## src/rtl/vga_pkg.sv

```systemverilog
// Shared VGA constants, payload types and helpers for the raster generator and renderers.
// Optional build macro TEST_PATTERN_EN adds a delayed column field to the sync payload.
package vga_pkg;

  // Picture size the renderers are built around
  localparam int unsigned WINDOW_WIDTH  = 640;
  localparam int unsigned WINDOW_HEIGHT = 480;

  // 640x480@60 timing defaults
  localparam int unsigned H_ACTIVE_DEF = WINDOW_WIDTH;
  localparam int unsigned H_FP_DEF     = 16;
  localparam int unsigned H_SYNC_DEF   = 96;
  localparam int unsigned H_BP_DEF     = 48;
  localparam int unsigned V_ACTIVE_DEF = WINDOW_HEIGHT;
  localparam int unsigned V_FP_DEF     = 10;
  localparam int unsigned V_SYNC_DEF   = 2;
  localparam int unsigned V_BP_DEF     = 33;

  // Datapath widths
  localparam int unsigned RGB_W   = 12;
  localparam int unsigned COLOR_W = 4;
  localparam int unsigned CNT_W   = 10;
  localparam int unsigned CMP_W   = 11;
  localparam int unsigned FRAME_W = 16;

  // Full period of one axis: visible + front porch + sync + back porch
  function automatic int unsigned axis_total(input int unsigned active, input int unsigned fp,
                                             input int unsigned sync, input int unsigned bp);
    return active + fp + sync + bp;
  endfunction

  localparam int unsigned H_TOTAL_DEF = axis_total(H_ACTIVE_DEF, H_FP_DEF, H_SYNC_DEF, H_BP_DEF);
  localparam int unsigned V_TOTAL_DEF = axis_total(V_ACTIVE_DEF, V_FP_DEF, V_SYNC_DEF, V_BP_DEF);

  // Merged renderer colour, {R,G,B}
  typedef struct packed {
    logic [COLOR_W-1:0] r;
    logic [COLOR_W-1:0] g;
    logic [COLOR_W-1:0] b;
  } rgb_t;

  // Per-pixel timing payload carried through the renderer-latency pipeline
`ifdef TEST_PATTERN_EN
  typedef struct packed {
    logic             hs;
    logic             vs;
    logic             vld;
    logic [CNT_W-1:0] col;
  } sync_t;

  localparam sync_t SYNC_RST = '{hs: 1'b1, vs: 1'b1, vld: 1'b0, col: '0};
`else
  typedef struct packed {
    logic hs;
    logic vs;
    logic vld;
  } sync_t;

  localparam sync_t SYNC_RST = '{hs: 1'b1, vs: 1'b1, vld: 1'b0};
`endif

  // Colour of test bar k: each index bit switches one primary fully on
  function automatic rgb_t bar_color(input logic [2:0] k);
    rgb_t c;
    c.r = {COLOR_W{k[2]}};
    c.g = {COLOR_W{k[1]}};
    c.b = {COLOR_W{k[0]}};
    return c;
  endfunction

endpackage

```

## src/rtl/vga_timing_gen_if.sv

```systemverilog
// Raster/video bundle between the timing generator, the renderers and the connector.
// Optional build macro TEST_PATTERN_EN adds the test_mode input.
interface vga_timing_gen_if;
  import vga_pkg::*;

  logic [RGB_W-1:0]   rgb_in;
  logic               pix_en;
  logic [CNT_W-1:0]   h_cnt;
  logic [CNT_W-1:0]   v_cnt;
  logic               valid;
  logic               hsync;
  logic               vsync;
  logic [COLOR_W-1:0] vgaRed;
  logic [COLOR_W-1:0] vgaGreen;
  logic [COLOR_W-1:0] vgaBlue;
  logic               frame_tick;
  logic [FRAME_W-1:0] frame_cnt;
`ifdef TEST_PATTERN_EN
  logic               test_mode;

  modport master (
    input  rgb_in, test_mode,
    output pix_en, h_cnt, v_cnt, valid, hsync, vsync,
           vgaRed, vgaGreen, vgaBlue, frame_tick, frame_cnt
  );

  modport slave (
    output rgb_in, test_mode,
    input  pix_en, h_cnt, v_cnt, valid, hsync, vsync,
           vgaRed, vgaGreen, vgaBlue, frame_tick, frame_cnt
  );
`else
  modport master (
    input  rgb_in,
    output pix_en, h_cnt, v_cnt, valid, hsync, vsync,
           vgaRed, vgaGreen, vgaBlue, frame_tick, frame_cnt
  );

  modport slave (
    output rgb_in,
    input  pix_en, h_cnt, v_cnt, valid, hsync, vsync,
           vgaRed, vgaGreen, vgaBlue, frame_tick, frame_cnt
  );
`endif

endinterface

```

## src/rtl/vga_delay_line.sv

```systemverilog
// Enabled shift register of DEPTH stages; output is the oldest stage.
module vga_delay_line #(
  parameter int unsigned      WIDTH   = 3,
  parameter int unsigned      DEPTH   = 2,
  parameter logic [WIDTH-1:0] RST_VAL = '0
) (
  input  logic             clk,
  input  logic             rst,
  input  logic             en,
  input  logic [WIDTH-1:0] din,
  output logic [WIDTH-1:0] dout
);

  logic [DEPTH-1:0][WIDTH-1:0] stage_q;

  // Shift one stage per enable; all stages return to RST_VAL on reset
  always_ff @(posedge clk) begin
    if (rst) begin
      for (int i = 0; i < int'(DEPTH); i++) begin
        stage_q[i] <= RST_VAL;
      end
    end else if (en) begin
      stage_q[0] <= din;
      for (int i = 1; i < int'(DEPTH); i++) begin
        stage_q[i] <= stage_q[i-1];
      end
    end
  end

  assign dout = stage_q[DEPTH-1];

endmodule

```

## src/rtl/vga_timing_gen.sv

```systemverilog
// VGA raster generator: pixel divider, h/v counters, renderer-latency compensation
// for sync/blanking, blanked RGB output registers and frame tick/counter.
// Optional build macro TEST_PATTERN_EN adds test_mode, which replaces rgb_in with
// eight vertical colour bars of width H_ACTIVE/8.
module vga_timing_gen
  import vga_pkg::*;
#(
  parameter int unsigned H_ACTIVE   = H_ACTIVE_DEF,
  parameter int unsigned H_FP       = H_FP_DEF,
  parameter int unsigned H_SYNC     = H_SYNC_DEF,
  parameter int unsigned H_BP       = H_BP_DEF,
  parameter int unsigned V_ACTIVE   = V_ACTIVE_DEF,
  parameter int unsigned V_FP       = V_FP_DEF,
  parameter int unsigned V_SYNC     = V_SYNC_DEF,
  parameter int unsigned V_BP       = V_BP_DEF,
  parameter int unsigned PIX_DIV    = 4,
  parameter int unsigned PIPE_DELAY = 2
) (
  input logic              clk,
  input logic              rst,
  vga_timing_gen_if.master bus
);

  localparam int unsigned H_TOTAL  = axis_total(H_ACTIVE, H_FP, H_SYNC, H_BP);
  localparam int unsigned V_TOTAL  = axis_total(V_ACTIVE, V_FP, V_SYNC, V_BP);
  localparam int unsigned HS_START = H_ACTIVE + H_FP;
  localparam int unsigned HS_END   = HS_START + H_SYNC;
  localparam int unsigned VS_START = V_ACTIVE + V_FP;
  localparam int unsigned VS_END   = VS_START + V_SYNC;
  localparam int unsigned DIV_W    = 4;
  localparam int unsigned SYNC_W   = $bits(sync_t);

  localparam logic [DIV_W-1:0] DIV_LAST = DIV_W'(PIX_DIV - 1);

  // Registered state
  logic [DIV_W-1:0]   div_q;
  logic               pix_en_q;
  logic [CNT_W-1:0]   h_q;
  logic [CNT_W-1:0]   v_q;
  logic               valid_q;
  logic               frame_tick_q;
  logic [FRAME_W-1:0] frame_cnt_q;
  rgb_t               rgb_q;

  // Combinational helpers
  logic [DIV_W-1:0]   div_nxt_c;
  logic [CMP_W-1:0]   h_ext_c;
  logic [CMP_W-1:0]   v_ext_c;
  logic               h_wrap_c;
  logic               v_wrap_c;
  logic               frame_wrap_c;
  logic [CNT_W-1:0]   h_nxt_c;
  logic [CNT_W-1:0]   v_nxt_c;
  sync_t              sync_in_c;
  rgb_t               pix_src_c;

  logic [SYNC_W-1:0]  sync_out_vec;
  sync_t              sync_out;

`ifdef TEST_PATTERN_EN
  localparam int unsigned BAR_W = H_ACTIVE / 8;

  // Bar index of a visible column; boundaries sit at multiples of H_ACTIVE/8
  function automatic logic [2:0] bar_of(input logic [CNT_W-1:0] col);
    logic [2:0] idx;
    idx = '0;
    for (int unsigned k = 1; k < 8; k++) begin
      if (CMP_W'(col) >= CMP_W'(k * BAR_W)) begin
        idx = 3'(k);
      end
    end
    return idx;
  endfunction
`endif

  // Pixel divider next value; wraps after PIX_DIV-1
  always_comb begin
    div_nxt_c = div_q + DIV_W'(1);
    if (div_q == DIV_LAST) begin
      div_nxt_c = '0;
    end
  end

  // Divider register; pix_en is pre-decoded so it is high exactly while div == PIX_DIV-1
  always_ff @(posedge clk) begin
    if (rst) begin
      div_q    <= '0;
      pix_en_q <= 1'b0;
    end else begin
      div_q    <= div_nxt_c;
      pix_en_q <= (div_nxt_c == DIV_LAST);
    end
  end

  // Raster next-position and wrap decode (11-bit compares)
  always_comb begin
    h_ext_c      = CMP_W'(h_q);
    v_ext_c      = CMP_W'(v_q);
    h_wrap_c     = (h_ext_c == CMP_W'(H_TOTAL - 1));
    v_wrap_c     = (v_ext_c == CMP_W'(V_TOTAL - 1));
    frame_wrap_c = pix_en_q && h_wrap_c && v_wrap_c;
    h_nxt_c      = h_q;
    v_nxt_c      = v_q;
    if (pix_en_q) begin
      h_nxt_c = h_wrap_c ? '0 : h_q + CNT_W'(1);
      if (h_wrap_c) begin
        v_nxt_c = v_wrap_c ? '0 : v_q + CNT_W'(1);
      end
    end
  end

  // Raster counters, undelayed valid (decoded from the next position) and frame bookkeeping
  always_ff @(posedge clk) begin
    if (rst) begin
      h_q          <= '0;
      v_q          <= '0;
      valid_q      <= 1'b1;  // (0,0) is a visible pixel
      frame_tick_q <= 1'b0;
      frame_cnt_q  <= '0;
    end else begin
      h_q          <= h_nxt_c;
      v_q          <= v_nxt_c;
      valid_q      <= (CMP_W'(h_nxt_c) < CMP_W'(H_ACTIVE)) && (CMP_W'(v_nxt_c) < CMP_W'(V_ACTIVE));
      frame_tick_q <= frame_wrap_c;
      frame_cnt_q  <= frame_cnt_q + FRAME_W'(frame_wrap_c);
    end
  end

  // Raw active-low syncs and visibility of the current position
  always_comb begin
    sync_in_c     = SYNC_RST;
    sync_in_c.hs  = !((h_ext_c >= CMP_W'(HS_START)) && (h_ext_c < CMP_W'(HS_END)));
    sync_in_c.vs  = !((v_ext_c >= CMP_W'(VS_START)) && (v_ext_c < CMP_W'(VS_END)));
    sync_in_c.vld = (h_ext_c < CMP_W'(H_ACTIVE)) && (v_ext_c < CMP_W'(V_ACTIVE));
`ifdef TEST_PATTERN_EN
    sync_in_c.col = h_q;
`endif
  end

  // Delay sync/blanking by the renderers' read latency, one stage per pixel step
  vga_delay_line #(
    .WIDTH   (SYNC_W),
    .DEPTH   (PIPE_DELAY),
    .RST_VAL (SYNC_RST)
  ) u_sync_dly (
    .clk  (clk),
    .rst  (rst),
    .en   (pix_en_q),
    .din  (sync_in_c),
    .dout (sync_out_vec)
  );

  assign sync_out = sync_t'(sync_out_vec);

  // Colour source for the pixel whose delayed timing is at the pipeline output
  always_comb begin
    pix_src_c = rgb_t'(bus.rgb_in);
`ifdef TEST_PATTERN_EN
    if (bus.test_mode) begin
      pix_src_c = bar_color(bar_of(sync_out.col));
    end
`endif
  end

  // RGB output registers: sample on pixel strobe, force black outside the visible area
  always_ff @(posedge clk) begin
    if (rst) begin
      rgb_q <= '0;
    end else if (pix_en_q) begin
      rgb_q <= sync_out.vld ? pix_src_c : '0;
    end
  end

  assign bus.pix_en     = pix_en_q;
  assign bus.h_cnt      = h_q;
  assign bus.v_cnt      = v_q;
  assign bus.valid      = valid_q;
  assign bus.hsync      = sync_out.hs;
  assign bus.vsync      = sync_out.vs;
  assign bus.vgaRed     = rgb_q.r;
  assign bus.vgaGreen   = rgb_q.g;
  assign bus.vgaBlue    = rgb_q.b;
  assign bus.frame_tick = frame_tick_q;
  assign bus.frame_cnt  = frame_cnt_q;

endmodule
```

## src/flat_wrapper.sv

```systemverilog
// flat-port wrapper written by rule: the top's interface ports become plain ports
module vga_timing_gen_flat import vga_pkg::*;
#(
  parameter int unsigned H_ACTIVE   = H_ACTIVE_DEF,
  parameter int unsigned H_FP       = H_FP_DEF,
  parameter int unsigned H_SYNC     = H_SYNC_DEF,
  parameter int unsigned H_BP       = H_BP_DEF,
  parameter int unsigned V_ACTIVE   = V_ACTIVE_DEF,
  parameter int unsigned V_FP       = V_FP_DEF,
  parameter int unsigned V_SYNC     = V_SYNC_DEF,
  parameter int unsigned V_BP       = V_BP_DEF,
  parameter int unsigned PIX_DIV    = 4,
  parameter int unsigned PIPE_DELAY = 2
)
  (clk, rst, bus_rgb_in, bus_pix_en, bus_h_cnt, bus_v_cnt, bus_valid, bus_hsync, bus_vsync, bus_vgaRed, bus_vgaGreen, bus_vgaBlue, bus_frame_tick, bus_frame_cnt);
  vga_timing_gen_if bus_i ();
  input logic clk;
  input logic rst;
  input wire logic [$bits(bus_i.rgb_in)-1:0] bus_rgb_in;
  output wire logic [$bits(bus_i.pix_en)-1:0] bus_pix_en;
  output wire logic [$bits(bus_i.h_cnt)-1:0] bus_h_cnt;
  output wire logic [$bits(bus_i.v_cnt)-1:0] bus_v_cnt;
  output wire logic [$bits(bus_i.valid)-1:0] bus_valid;
  output wire logic [$bits(bus_i.hsync)-1:0] bus_hsync;
  output wire logic [$bits(bus_i.vsync)-1:0] bus_vsync;
  output wire logic [$bits(bus_i.vgaRed)-1:0] bus_vgaRed;
  output wire logic [$bits(bus_i.vgaGreen)-1:0] bus_vgaGreen;
  output wire logic [$bits(bus_i.vgaBlue)-1:0] bus_vgaBlue;
  output wire logic [$bits(bus_i.frame_tick)-1:0] bus_frame_tick;
  output wire logic [$bits(bus_i.frame_cnt)-1:0] bus_frame_cnt;
  assign bus_i.rgb_in = bus_rgb_in;
  assign bus_pix_en = bus_i.pix_en;
  assign bus_h_cnt = bus_i.h_cnt;
  assign bus_v_cnt = bus_i.v_cnt;
  assign bus_valid = bus_i.valid;
  assign bus_hsync = bus_i.hsync;
  assign bus_vsync = bus_i.vsync;
  assign bus_vgaRed = bus_i.vgaRed;
  assign bus_vgaGreen = bus_i.vgaGreen;
  assign bus_vgaBlue = bus_i.vgaBlue;
  assign bus_frame_tick = bus_i.frame_tick;
  assign bus_frame_cnt = bus_i.frame_cnt;
  vga_timing_gen #(.H_ACTIVE(H_ACTIVE), .H_FP(H_FP), .H_SYNC(H_SYNC), .H_BP(H_BP), .V_ACTIVE(V_ACTIVE), .V_FP(V_FP), .V_SYNC(V_SYNC), .V_BP(V_BP), .PIX_DIV(PIX_DIV), .PIPE_DELAY(PIPE_DELAY)) u_core (.clk(clk), .rst(rst), .bus(bus_i));
endmodule
```

## config.mk

```make
export PLATFORM = sky130hd
export DESIGN_NAME = vga_timing_gen_flat
export DESIGN_NICKNAME = d
export VERILOG_FILES = /design/src/rtl/vga_pkg.sv /design/src/rtl/vga_timing_gen_if.sv /design/src/rtl/vga_delay_line.sv /design/src/rtl/vga_timing_gen.sv /design/src/flat_wrapper.sv
export SDC_FILE = /design/constraint.sdc
export NUM_CORES = 1
export LEC_CHECK = 0
export ABC_AREA = 1
export BUFFER_PORTS_ARGS = -buffer_cell sky130_fd_sc_hd__buf_2
export CORE_ASPECT_RATIO = 0.8
export CORE_UTILIZATION = 58
export DETAILED_ROUTE_END_ITERATION = 8
export GPL_ROUTABILITY_DRIVEN = 0
export GPL_TIMING_DRIVEN = 0
export MAX_ROUTING_LAYER = met4
export PLACE_DENSITY_LB_ADDON = 0.12
export SYNTH_ARGS = -nofsm -noshare
export SYNTH_HDL_FRONTEND = slang
export SYNTH_SLANG_ARGS = --single-unit
```

## constraint.sdc

```tcl
create_clock -name clk -period 5 [get_ports clk]
set_input_delay 1 -clock clk [delete_from_list [all_inputs] [get_ports clk]]
set_output_delay 1 -clock clk [all_outputs]
set_load 0.05 [all_outputs]
```

==> results.cfg, run 1 <==
[global_route]
grt_pass1_wl_um = 11400
track_usage_pct = 29.2
grt_max_degree = 13
first_global_vias = 2627
grt_overflow = 0
antenna_found_initial = 0

[synthesis]
yosysUniqueCellTypes = 37
synth_nets = 433
synth.area.top_cells = dfxtp_1 (41%), nand2_1 (11%), nor2_1 (6.7%), inv_1 (6.4%), nand3_1 (5.6%)
synth_edf_count = 0
synth_ff_type = dfxtp_1
ys_seq_area_share_pct = 41.4
syn_area_per_cell_um2 = 7.18
synth_area_um2 = 2950
synthArstFlopShare_pct = 0
synth_most_common_cell = nand2_1
ys_seq_elements = 61
synth.top_cell.area_share_pct = 41.4
yosys-top-cells-count = nand2_1 (86), dfxtp_1 (61), nor2_1 (53)
yosysWarningCount = 0
synth_top_cell_by_area = dfxtp_1
synthCells = 411

[hold_path]
hold_end = u_core.u_sync_dly.dout[1]
min-delay-start = u_core.u_sync_dly.dout[1]
hp-class = flop to flop
holdPathStages = 2

[floorplan]
die_height_um = 65.8
dieArea_um2 = 5380
die_x_um = 81.8
num_rows = 22
io-pin-count = 67
start_util_pct = 62.4
core_um2 = 4730

[clock_network]
post_cts_buffers = 0
cts_max_level = 3
cts.sinks = 61
root_buffer = clkbuf_8
postCtsHoldBufs = 0
clkTransAtPathRegs_ps = 70
cts_made_buffers = 9
cts_buffer_depth = 2
ctsResizeCount = 0
cts_tree = built
clk_latency_ps = 350

[critical_path]
crit_fanout = 6
r2r_start = u_core.bus.h_cnt[0]
slowest_delay_ps = 430
crit_path_end_kind = flop
setup.worst_path.start = u_core.bus.h_cnt[0]
crit_chain = ha_1 > nand4_1 > nor2_4 > nand4_1 > inv_1 > ha_1 > ha_1 > nand2_1 > nor2_2 > nand3_1 > nor2_1 > nand2_1 > nor3_1 > nor3b_2
start_kind = flop
arrival_ps = 3110
rrSetupSlack_ps = 2110
path_buf_inv = 1
cp_top_family = simple AND/OR/NAND/NOR gates
reg2reg_to = u_core.bus.frame_cnt[12]
critPathKind = flop to flop
critPathMostFrequentCell = ha_1
critical_path_required_ps = 5220
reg2reg_depth = 14
slowest_stage = dfxtp_1

[timing]
period_share_pct = 57.8
final.setup.tns_ps = 0
finalHoldViolations = 0
skew_ps = 6.55
rsz0062_at_grt = false
finalSetupViolations = 0
max_slew_margin_pct = 62.4
fmax_ghz = 0.346
fin_crit_ps = 2890
tightest_slew_ps = 564
timing.final.ws_setup_ps = 2110
slew_viol_final = 0

[final_layout]
drive_above_1_share_pct = 23.5
areaGrowthSynthToFinish_pct = 20.7
nFillCells = 392
final_cells = 553
nNetsFinal = 510
antenna_cells = 0

[placement]
dp_hpwl_um = 5180
dpl.cell_count = 537
portBuffers = 66
dp_slack_ps = 2190

[run]
drv_cap = 0

[detailed_routing]
vias = 2918
wl_per_cell_um = 12.9
drt-total-wl_um = 7110
dr.pass1.iters = 4
route.detailed.drc = 0
drtIter0Drc = 173
vias_per_cell = 5.28
postRouteAntennaNets = 0

[pwr]
power.leakage_nw = 1.64
ir_worst_vdd_mv = 0.190
p_per_area_nw_per_um2 = 287

[status]
status = finished clean
layout make-up:
cell class | count | area [um2] | share of cell area [%]
multi-input cells | 281 | 1460 | 41.0
flip-flops and latches | 61 | 1220 | 34.3
repair buffers | 66 | 330 | 9.27
inverters | 56 | 210 | 5.90
clock buffers | 10 | 138 | 3.86
well taps | 60 | 75.1 | 2.11
clock inverters | 6 | 68.8 | 1.93
plain buffers | 13 | 60.1 | 1.68
how the worst max path moves through the flow:
stage,cells past startpoint,endpoint
after CTS,14,u_core.bus.frame_cnt[12]
after global routing,14,u_core.bus.frame_cnt[12]
after global placement,14,u_core.bus.frame_cnt[12]
final,14,u_core.bus.frame_cnt[12]
after floorplan,14,u_core.bus.frame_cnt[12]
after detailed placement,14,u_core.bus.frame_cnt[12]
registers in the layout (all words and copies together), names as in the netlist:
signal	count
u_core.bus.h_cnt	10
u_core.bus.frame_tick	1
u_core.div_q	4
u_core.u_sync_dly.dout	3
u_core.bus.valid	1
u_core.bus.vgaBlue	4
u_core.u_sync_dly.stage_q	3
u_core.bus.v_cnt	10
u_core.bus.pix_en	1
u_core.bus.vgaRed	4
u_core.bus.vgaGreen	4
u_core.bus.frame_cnt	16
per-stage QoR:
stage	util [%]	power, W	area [um2]	hold WS [ps]
floorplan	-	0.000553	2950	441
global placement	70.9	0.000573	3360	437
detailed placement	70.9	0.000574	3360	444
CTS	75.3	0.00103	3560	463
global route	75.3	0.00106	3560	483
finish	75.3	0.00102	3560	462
report_power, final:
group           total, W  internal [W]  leakage, nW  switching [W]
combinational  0.0000628     0.0000171         1.04      0.0000457
sequential      0.000501      0.000494        0.493     0.00000738
clock           0.000457      0.000247        0.103       0.000211
logic make-up after synthesis:
kind of cell    after synthesis  synth area share (%)
xor+xnor                      5                  1.48
simple gates                224                  36.6
compound gates               43                  7.67
buf+inv                      69                  9.15
fa+ha+maj                     8                  3.39
mux                           1                 0.339
flops                        61                  41.4
tightest hold or removal path: stages, from the launching register on:
cell and delay [ps]:
dfxtp_1 320, nand2_1 60, nand3_1 50
routing by layer:
metal  global-route usage (%)  share of wire, %  up-vias
met5                        -                 0        -
met4                     8.99               1.7        0
met3                     10.1               7.3       15
met2                     46.1                46       98
met1                     34.9                45     1329
li1                         -                 -     1476
cells in the final DEF (no fill, tap or decap), types with 2 or more instances in the layout:
cell type | Yosys | layout
buf_4 | 2 | 2
nand4_2 | 2 | 2
inv_1 | 50 | 50
buf_1 | 3 | 3
nor4_1 | 2 | 2
nor2_1 | 53 | 53
clkbuf_1 | 5 | 5
nand3_2 | 3 | 3
nor3b_1 | 2 | 2
nand2_2 | 3 | 3
nor3_1 | 12 | 12
nand4_1 | 12 | 12
dfxtp_1 | 61 | 61
nor2_2 | 4 | 4
buf_2 | 3 | 69
a211oi_1 | 2 | 2
nand3_1 | 33 | 33
o21ai_0 | 11 | 11
inv_2 | 6 | 6
ha_1 | 8 | 8
xor2_1 | 4 | 4
clkbuf_8 | 0 | 10
nor2_4 | 4 | 4
o21ai_1 | 2 | 2
a21oi_1 | 26 | 26
inv_6 | 0 | 2
nand2_1 | 86 | 86
Power figures use the tool's default switching activity.
==> inputs of run 2 (changes only) <==
CORE_UTILIZATION = 54   (was 58)
clock period = 3 ns   (was 5 ns; I/O delays follow)
==> run 2 against run 1 <==
Non-clock buffer count did not move. Maximum frequency rose by 9.2%. Hold slack got worse by 5.2 ps. Largest cell class unchanged. Highest routed layer unchanged.
==> results.cfg, run 2 (synthesis gave the netlist of run 1 again) <==
[clock_network]
root_buffer = clkbuf_8
postCtsHoldBufs = 0
cts_tree = built
clk_latency_ps = 330
cts_max_level = 3
cts_buffer_depth = 2
cts.sinks = 61
cts_made_buffers = 9
clkTransAtPathRegs_ps = 70
post_cts_buffers = 0

[detailed_routing]
highest_layer = met4
drt-met1-wl_um = 3280
dr_wl_met3_um = 425
postRouteAntennaNets = 0
drt-total-wl_um = 6830
drtIter0Drc = 179
route.detailed.drc = 0
wl_per_cell_um = 12.3
vias = 2889
dr_wl_met2_um = 3050
vias_per_cell = 5.21
dr.pass1.iters = 6

[pwr]
power.leakage_nw = 1.64
ir_worst_vdd_mv = 0.284
p_per_area_nw_per_um2 = 461

[critical_path]
start_kind = flop
critical_path_required_ps = 3200
critPathKind = flop to flop
crit_fanout = 5
arrival_ps = 2850
crit_path_end_kind = flop

[timing]
finalSetupViolations = 0
slew_viol_final = 0
fin_crit_ps = 2650
skew_ps = 7.67
tightest_slew_ps = 551
fmax_ghz = 0.378
final.setup.tns_ps = 0
period_share_pct = 88.2
max_slew_margin_pct = 63.3
finalHoldViolations = 0
rsz0062_at_grt = false

[global_route]
grt_overflow = 0
first_global_vias = 2486
grt_max_degree = 12
antenna_found_initial = 0
grt_pass1_wl_um = 11200
track_usage_pct = 25.6

[floorplan]
die_height_um = 68.1
die_x_um = 84.7
start_util_pct = 57.6
dieArea_um2 = 5770
num_rows = 23
core_um2 = 5120
io-pin-count = 67

[final_layout]
multi_input_area_um2 = 1470
drive_above_1_share_pct = 23.9
areaGrowthSynthToFinish_pct = 20.5
final_cells = 555
largest_reg_flops = 16
ff_latch_area_um2 = 1220
antenna_cells = 0
mostFrequentLayoutCell = nand2_1
final_cell_mix = nand2_1 (86), buf_2 (69), dfxtp_1 (60), nor2_1 (53), inv_1 (50)
nFillCells = 451
nNetsFinal = 510

[status]
status = finished clean

[placement]
dpl.cell_count = 539
dp_hpwl_um = 5010
portBuffers = 66

[run]
drv_cap = 0

[hold_path]
hp-class = flop to flop
==> run 2: changes by cell type in the layout (fill, tap and decap cells not counted) <==
cell      before  now
nor4_2         0    1
nor4_1         2    1
clkinv_2       1    4
dfxtp_1       61   60
dfxtp_2        0    1
inv_6          2    0
clkbuf_8      10    9
==> run 2: where the power goes <==
part           internal [W]  total (W)  switching, W
Clock              0.000378   0.000698      0.000319
Sequential         0.000823   0.000836     0.0000124
Combinational     0.0000289   0.000106     0.0000767
Total               0.00123    0.00164      0.000408
==> run 2: worst paths after layout <==
check	end	slack, ps	cells after the start	startpoint
setup / recovery	u_core.bus.frame_cnt[12]	350	14	u_core.bus.h_cnt[1]
hold / removal	u_core.u_sync_dly.dout[1]	460	2	u_core.u_sync_dly.dout[1]
setup reg to reg	u_core.bus.frame_cnt[12]	350	14	u_core.bus.h_cnt[1]
hold reg to reg	u_core.u_sync_dly.dout[1]	460	2	u_core.u_sync_dly.dout[1]
==> run 2: area by class of cell <==
type                            instances  share of cell area (%)
Timing Repair Buffer                   66                    9.28
Inverter                               56                    5.91
Buffer                                 13                    1.69
Clock inverter                          7                    1.86
Clock buffer                            9                    3.48
Sequential cell                        61                    34.4
Multi-Input combinational cell        281                    41.2
Tap cell                               62                    2.18
==> run 2: stage by stage <==
step	hold slack, ps	area [um2]	power (W)	worst slack (ps)	util (%)
after floorplan	441	2950	0.000922	220	-
after detailed placement	449	3360	0.000957	224	65.6
after CTS	466	3550	0.00165	209	69.3
final	457	3560	0.00164	353	69.5
after global placement	435	3360	0.000954	231	65.6
after global routing	478	3560	0.00170	48.7	69.5
==> run 2: critical path, stage by stage (launching register included) <==
cell	delay [ps]
dfxtp_1	380
ha_1	250
nand4_1	220
nor2_4	230
nand4_1	130
inv_1	80
ha_1	170
ha_1	170
nand2_1	90
nor2_2	160
nand3_1	120
nor2_1	110
nand2_1	120
nor3_1	200
nor3b_2	60
==> run 2: metal layers <==
layer	track usage [%]	vias to the layer above
met5	-	-
met4	9.11	0
met3	6.39	8
met2	40.2	99
met1	32.5	1311
li1	-	1471
==> run 2: timing repair <==
action                                  in CTS  in global routing
resized for setup                            0                  2
endpoints found under the setup margin       0                  2
endpoints found under the hold margin        0                  0
